File: src/rtl/wb_ctrl.sv
// rtl/wb_ctrl.sv - writeback stage controller: register-file write sequencing, load wait with timeout, retire count
module wb_ctrl #(
    parameter int LOAD_TIMEOUT = 15
) (
    input  logic        clk_in,
    input  logic        rst_in,
    input  logic        ex_valid_in,
    output logic        ex_ready_out,
    input  logic [4:0]  ex_rd_addr_in,
    input  logic [2:0]  ex_wb_sel_in,
    input  logic        ex_rf_wr_in,
    input  logic        ex_is_load_in,
    input  logic        flush_in,
    input  logic        dmem_ack_in,
    output logic [2:0]  wb_mux_sel_reg_out,
    output logic [4:0]  rd_addr_reg_out,
    output logic        rf_wr_en_out,
    output logic        stall_out,
    output logic        load_fault_out,
    output logic [15:0] retire_cnt_out
);

    typedef enum logic [1:0] {S_IDLE, S_WB, S_LWAIT} state_t;

    localparam logic [7:0] TIMEOUT_CNT = 8'(LOAD_TIMEOUT);

    state_t      state_q, state_d;
    logic [2:0]  sel_q, sel_d;
    logic [4:0]  rd_q, rd_d;
    logic        wr_q, wr_d;
    logic [7:0]  cnt_q, cnt_d;
    logic        fault_q, fault_d;
    logic [15:0] retire_q, retire_d;
    logic        accept;

    assign accept = ex_valid_in & ex_ready_out & ~flush_in;

    always_ff @(posedge clk_in or negedge rst_in) begin
        if (!rst_in) begin
            state_q  <= S_IDLE;
            sel_q    <= 3'b000;
            rd_q     <= 5'd0;
            wr_q     <= 1'b0;
            cnt_q    <= 8'd0;
            fault_q  <= 1'b0;
            retire_q <= 16'd0;
        end else begin
            state_q  <= state_d;
            sel_q    <= sel_d;
            rd_q     <= rd_d;
            wr_q     <= wr_d;
            cnt_q    <= cnt_d;
            fault_q  <= fault_d;
            retire_q <= retire_d;
        end
    end

    always_comb begin
        state_d  = state_q;
        sel_d    = sel_q;
        rd_d     = rd_q;
        wr_d     = wr_q;
        cnt_d    = cnt_q;
        fault_d  = 1'b0;
        retire_d = retire_q;
        case (state_q)
            S_IDLE, S_WB: begin
                if (state_q == S_WB && !flush_in)
                    retire_d = retire_q + 16'd1;
                if (accept) begin
                    rd_d = ex_rd_addr_in;
                    wr_d = ex_rf_wr_in & (ex_rd_addr_in != 5'd0);
                    if (ex_is_load_in) begin
                        state_d = S_LWAIT;
                        sel_d   = 3'b001;
                        cnt_d   = 8'd0;
                    end else begin
                        state_d = S_WB;
                        // Unused encodings fall back to the ALU result
                        case (ex_wb_sel_in)
                            3'b000, 3'b001, 3'b010, 3'b011, 3'b101: sel_d = ex_wb_sel_in;
                            default:                                sel_d = 3'b000;
                        endcase
                    end
                end else begin
                    state_d = S_IDLE;
                end
            end
            S_LWAIT: begin
                if (flush_in) begin
                    state_d = S_IDLE;
                end else if (dmem_ack_in) begin
                    state_d  = S_IDLE;
                    retire_d = retire_q + 16'd1;
                end else if (cnt_q == TIMEOUT_CNT) begin
                    state_d = S_IDLE;
                    fault_d = 1'b1;
                end else begin
                    cnt_d = cnt_q + 8'd1;
                end
            end
            default: state_d = S_IDLE;
        endcase
    end

    always_comb begin
        ex_ready_out = 1'b1;
        stall_out    = 1'b0;
        rf_wr_en_out = 1'b0;
        case (state_q)
            S_WB:    rf_wr_en_out = wr_q & ~flush_in;
            S_LWAIT: begin
                ex_ready_out = 1'b0;
                stall_out    = 1'b1;
                rf_wr_en_out = dmem_ack_in & wr_q & ~flush_in;
            end
            default: ;
        endcase
    end

    assign wb_mux_sel_reg_out = sel_q;
    assign rd_addr_reg_out    = rd_q;
    assign load_fault_out     = fault_q;
    assign retire_cnt_out     = retire_q;

endmodule

File: config.mk
export PLATFORM = sky130hd
export DESIGN_NAME = wb_ctrl
export DESIGN_NICKNAME = d
export VERILOG_FILES = /design/src/rtl/wb_ctrl.sv
export SDC_FILE = /design/constraint.sdc
export NUM_CORES = 1
export LEC_CHECK = 0
export ABC_AREA = 1
export CORE_UTILIZATION = 56
export CTS_CLUSTER_DIAMETER = 40
export CTS_CLUSTER_SIZE = 30
export DETAILED_ROUTE_END_ITERATION = 16
export DONT_BUFFER_PORTS = 1
export PLACE_DENSITY = 0.82
export SYNTH_ARGS = -nofsm -noshare
export SYNTH_HDL_FRONTEND = slang
export SYNTH_SLANG_ARGS = --single-unit
File: constraint.sdc
create_clock -name clk_in -period 1.5 [get_ports clk_in]
set_clock_uncertainty 0.05 [all_clocks]
set_input_delay 0.075 -clock clk_in [delete_from_list [all_inputs] [get_ports clk_in]]
set_output_delay 0.075 -clock clk_in [all_outputs]
set_load 0.005 [all_outputs]
# --- Word-level counts from Yosys, hierarchy flattened ---
# Cells that the tools add are included.
totals:
  reg_bits: 36
  out_inout_bits: 28
  word_cells: 67
classes:
  n_eq_ne: 15
  bitwise_logic: 7
  n_addsub: 2
  reduce_logical: 11
  mux: 25
ops:
  columns: ["op", "count"]
  rows:
  - ["16-bit 2-to-1 mux", 3]
  - ["8-bit 2-to-1 mux", 5]
  - ["16-bit case mux with 2 select lines", 1]
  - ["16-bit by 1-bit adder with 16-bit output, second input constant", 1]
  - ["8-bit case mux with 2 select lines", 1]
  - ["2-bit != test, second input constant", 7]
  - ["2-bit 2-to-1 mux", 5]
  - ["8-bit by 1-bit adder with 8-bit output, second input constant", 1]
  - ["8-bit by 4-bit equality test with 1-bit output, second input constant", 1]
  - ["1-bit AND", 6]
  - ["3-bit by 2-bit equality test with 1-bit output, second input constant", 2]
  - ["1-bit 2-to-1 mux", 6]
  - ["3-bit 2-to-1 mux", 2]
  - ["6-bit AND reduction", 1]
  - ["5-bit nonzero test", 1]
  - ["5-bit OR reduction", 1]
  - ["4-bit != test, second input constant", 1]
  - ["2-bit case mux with 2 select lines", 1]
  - ["4-bit AND reduction", 1]
  - ["3-bit by 1-bit equality test with 1-bit output, second input constant", 1]
  - ["3-bit equality test, second input constant", 1]
  - ["3-bit zero test", 1]
  - ["2-bit by 1-bit equality test with 1-bit output, second input constant", 1]
  - ["2-bit equality test, second input constant", 1]
  - ["8 further kinds", 8]

# --- Depth between registers and ports, before layout ---
depth:
  word_depth: 6
  ltp_mapped: 10
  mapped_depth_nobuf: 10

# --- Least setup slack after synthesis ---
# OpenSTA, ideal clock, no wires.
synth_path:
  path_kind: "register to register"
  from: "register state_q[0]"
  to: "register sel_q[2] (netlist: wb_mux_sel_reg_out[2])"
  n_path_buf: 1
  required_time_ns: 1.324
  arrival_ns: 1.335
  slack_ns: -0.012
  period_less_slack_ns: 1.512
  path_stages_with_launch: 10
  path_cell_list: "dfrtp_1 inv_1 ha_1 inv_4 nand3_2 nor2_4 inv_2 buf_2 nand2_1 o21ai_0"
synth_via:
  elab_chain_cells: 5
synth_rtl:
  columns: ["element", "line_no", "source"]
  rows:
  - ["start, declared", "27", "state_t state_q, state_d;"]
  - ["start signal, assigned", "48", "state_q <= state_d;"]
  - ["2-bit equality test", "110", "case (state_q)"]
  - ["1-bit 2-to-1 mux", "110", null]
  - ["net ex_ready_out", "8", "output logic ex_ready_out,"]
  - ["1-bit AND (2 in series)", "36", "assign accept = ex_valid_in & ex_ready_out & ~flush_in;"]
  - ["2-bit AND reduction (no line)", null, null]
  - ["end signal, assigned", "49", "sel_q <= sel_d;"]
  - ["end, declared", "28", "logic [2:0] sel_q, sel_d;"]
# The timed path passes the listed nets, and every way through them passes these cells.
# A chain may end at the register's enable or synchronous reset.

# --- Worst setup path after layout ---
layout_path:
  from: "register state_q[1]"
  to: "register cnt_q[3]"
layout_via:
  elab_chain_cells: 6
layout_rtl:
  columns: ["element", "line_no", "source"]
  rows:
  - ["2-bit equality test", "66, 110", null]
  - ["1-bit 2-to-1 mux", "110", null]
  - ["1-bit AND (2 in series)", "36", null]
  - ["2-bit != test (no line)", null, null]
  - ["6-bit AND reduction (no line)", null, null]
  - ["end signal, assigned", "52", "cnt_q <= cnt_d;"]
  - ["end, declared", "31", "logic [7:0] cnt_q, cnt_d;"]
# Several ways; a longest one is shown, not always the timed one.

==> impl_metrics.tcl <==
set metrics [dict create \
    antenna_left 0 \
    syn-instance-count 275 \
    die_height_um 62.5 \
    grt_pass1_wl_um 8790 \
    via_count 2069 \
    grt_max_degree 37 \
    synth-compound-area-share_pct 6.30 \
    synthAdderAreaFrac_pct 3.06 \
    r2r_start "state_q[1]" \
    slew_headroom_pct 78.7 \
    area_growth_pct 32.3 \
    worstSetupPathType "reg -> reg" \
    buffer_ports.inserted 0 \
    finalCritPeriodShare_pct 115 \
    grt_use_met2_pct 50.0 \
    routabilityCongestion 0.785 \
    use_met3_pct 8.03 \
    cp.required_ns 1.76 \
    dr.first_iter.drc_count 163 \
    dp_hpwl_um 3290 \
    post-place-ws_ns -0.0959 \
    setup_viol 36 \
    core_area_mm2 0.00342 \
    rsz0062_at_grt "yes" \
    num_io_pins 43 \
    placed_area_mm2 0.00221 \
    clk_latency_ns 0.37 \
    synth-simple-area-share_pct 36.2 \
    cts.sinks 36 \
    antenna_found_initial 0 \
    min-delay-start "ex_valid_in" \
    drc 2 \
    track_usage_pct 28.8 \
    async_reset_ff_share_pct 100 \
    whs_ns 0.0486 \
    hold_path.class "in -> reg" \
    nNetsFinal 336 \
    power_density_mw_per_mm2 1090 \
    wl_per_cell_um 16.3 \
    cts_buffers 5 \
    violations "DRC, setup timing" \
    grt-ovfl-total 0 \
    grt_pass1_vias 2021 \
    seq_area_frac_synth_pct 44.0 \
    antenna_cells 0 \
    synth_top_family_by_area "simple AND/OR/NAND/NOR gates" \
    yosys_warnings 0 \
    use_met1_pct 32.8 \
    grt-busiest-layer "met2" \
    vias_per_cell 5.70 \
    crit_fanout 6 \
    arrival_ns 1.98 \
    cp-start-kind "register" \
    final_area_mm2 0.00271 \
    synth-edff-count 0 \
    irDropWorstVdd_mv 0.791 \
    firstDrtPassIters 11 \
    synth_nets 295 \
    max_freq_ghz 0.580 \
    drive_gt1_share_pct 28.1 \
    ys.flop_type "dfrtp_1" \
    setup.worst_path.end_class "register" \
    syn-cell-area_mm2 0.00205 \
    report.final.slew_viol_count 0 \
    synth_cell_types 30 \
    synth-seq-cells 36 \
    clock_path_buffers 2 \
    outcome "finished with violations" \
    startpoint "state_q[1]" \
    wl_um 5930 \
    fin_ws_ns -0.225 \
    start_util_pct 59.9 \
    root_buffer "clkbuf_4" \
    power_leakage_nw 1.30 \
    die-area_mm2 0.00390 \
    period_minus_slack_ns 1.73 \
    cts_tree "built" \
    worst_slew_pin_slew_ns 0.318 \
    cap_violations 0 \
    cts.clk_slew.worst_paths_ns 0.13 \
    die_w_um 62.5 \
    synthMuxAreaShare_pct 0 \
    htreeDepth 2 \
    avgSynthCellArea_um2 7.44 \
    hold_viol_final 0 \
    yosys.area_share.xor_xnor_pct 3.42 \
    rows 21 \
]
stage by stage:
step / instances / power, mW / utilization [%] / TNS [ns]
6_report: 363 / 2.95 / 79.3 / -3.67
3_3_place_gp: 334 / 1.94 / 64.8 / -0.0436
3_5_place_dp: 334 / 1.97 / 64.8 / -0.870
5_1_grt: 363 / 3.07 / 79.3 / -5.52
2_1_floorplan: 275 / 1.75 / - / 0
4_1_cts: 360 / 2.79 / 74.7 / -0.472
cells in the final DEF, fill, tap and decap left out, types with 4 or more instances in the layout:
cell,n
nor2_2,4
buf_4,16
nand3_2,5
xor2_1,6
nor2_1,20
inv_2,4
buf_6,6
o21ai_0,9
nand4_1,5
nand2_2,20
inv_1,22
nand2_4,4
nand2_1,88
dlygate4sd3_1,13
dfrtp_1,35
nand3_1,15
clkbuf_4,5
final cells by class:
class | instances | area, µm²
timing repair buffer | 37 | 358
fill | 217 | 708
clock inverter | 3 | 46.3
inverter | 30 | 128
multi-input combinational | 206 | 1180
tap | 46 | 57.6
sequential | 36 | 902
clock buffer | 5 | 37.5
flip-flops by register name, summed over array words and instances (netlist names):
name and count:
cnt_q 8, wr_q 1, rd_addr_reg_out 5, load_fault_out 1
retire_cnt_out 16, state_q 2, wb_mux_sel_reg_out 3
final timing paths:
path,end,slack (ns),depth (start not counted)
worst max-delay path,cnt_q[3],-0.23,9
worst min-delay path,state_q[0],0.05,5
worst max register to register,cnt_q[3],-0.23,9
worst min register to register,rd_addr_reg_out[2],0.47,2
max in group asynchronous,retire_cnt_out[9],1.10,2
min in group asynchronous,retire_cnt_out[12],0.11,2
layer usage:
metal	up-vias	wire length, µm
met5	-	0
met4	0	274
met3	29	412
met2	105	3040
met1	987	2210
li1	948	-
logic make-up (layout without fill, tap and decap cells):
kind of cell             Yosys count  after routing
AND/OR/NAND/NOR                  172            172
flip-flops                        36             36
buffers and inverters             33             75
AO/OA/AOI/OAI                     21             21
XOR/XNOR                           8              8
adder cells (fa/ha/maj)            5              5
timing repair:
item	4_1_cts	5_1_grt
buffers inserted	5	2
resized for setup	20	42
pin swaps	1	14
hold buffers	13	1
endpoints found under the setup margin	27	37
endpoints found under the hold margin	48	3
report_power, final:
group	internal (mW)	switching, mW
logic	0.339	0.482
registers	1.15	0.238
clock network	0.356	0.385
cell usage after synthesis (2+ instances only):
library cell,number,share of area [%]
nand2_1,110,20
dfrtp_1,36,44
inv_1,25,4.6
nor2_1,23,4.2
nand3_1,19,4.6
o21ai_0,11,2.7
xor2_1,7,3.0
ha_1,5,3.1
nand4_1,5,1.5
inv_2,4,0.73
a21oi_1,3,0.73
nor3_1,3,0.73
buf_6,2,1.1
nand3_2,2,0.98
nand3b_1,2,0.73
nor2_2,2,0.61
nor2_4,2,1.1
o21ai_1,2,0.49
worst max-delay path, cell delays in order, from the launching register on:
cell	delay, ns
dfrtp_1	0.44
buf_6	0.13
ha_4	0.18
inv_6	0.09
nand3_4	0.09
nand2_2	0.10
nand3_2	0.11
a21oi_1	0.26
nand2_1	0.12
nand2_1	0.10
Power figures use the tool's default switching activity.
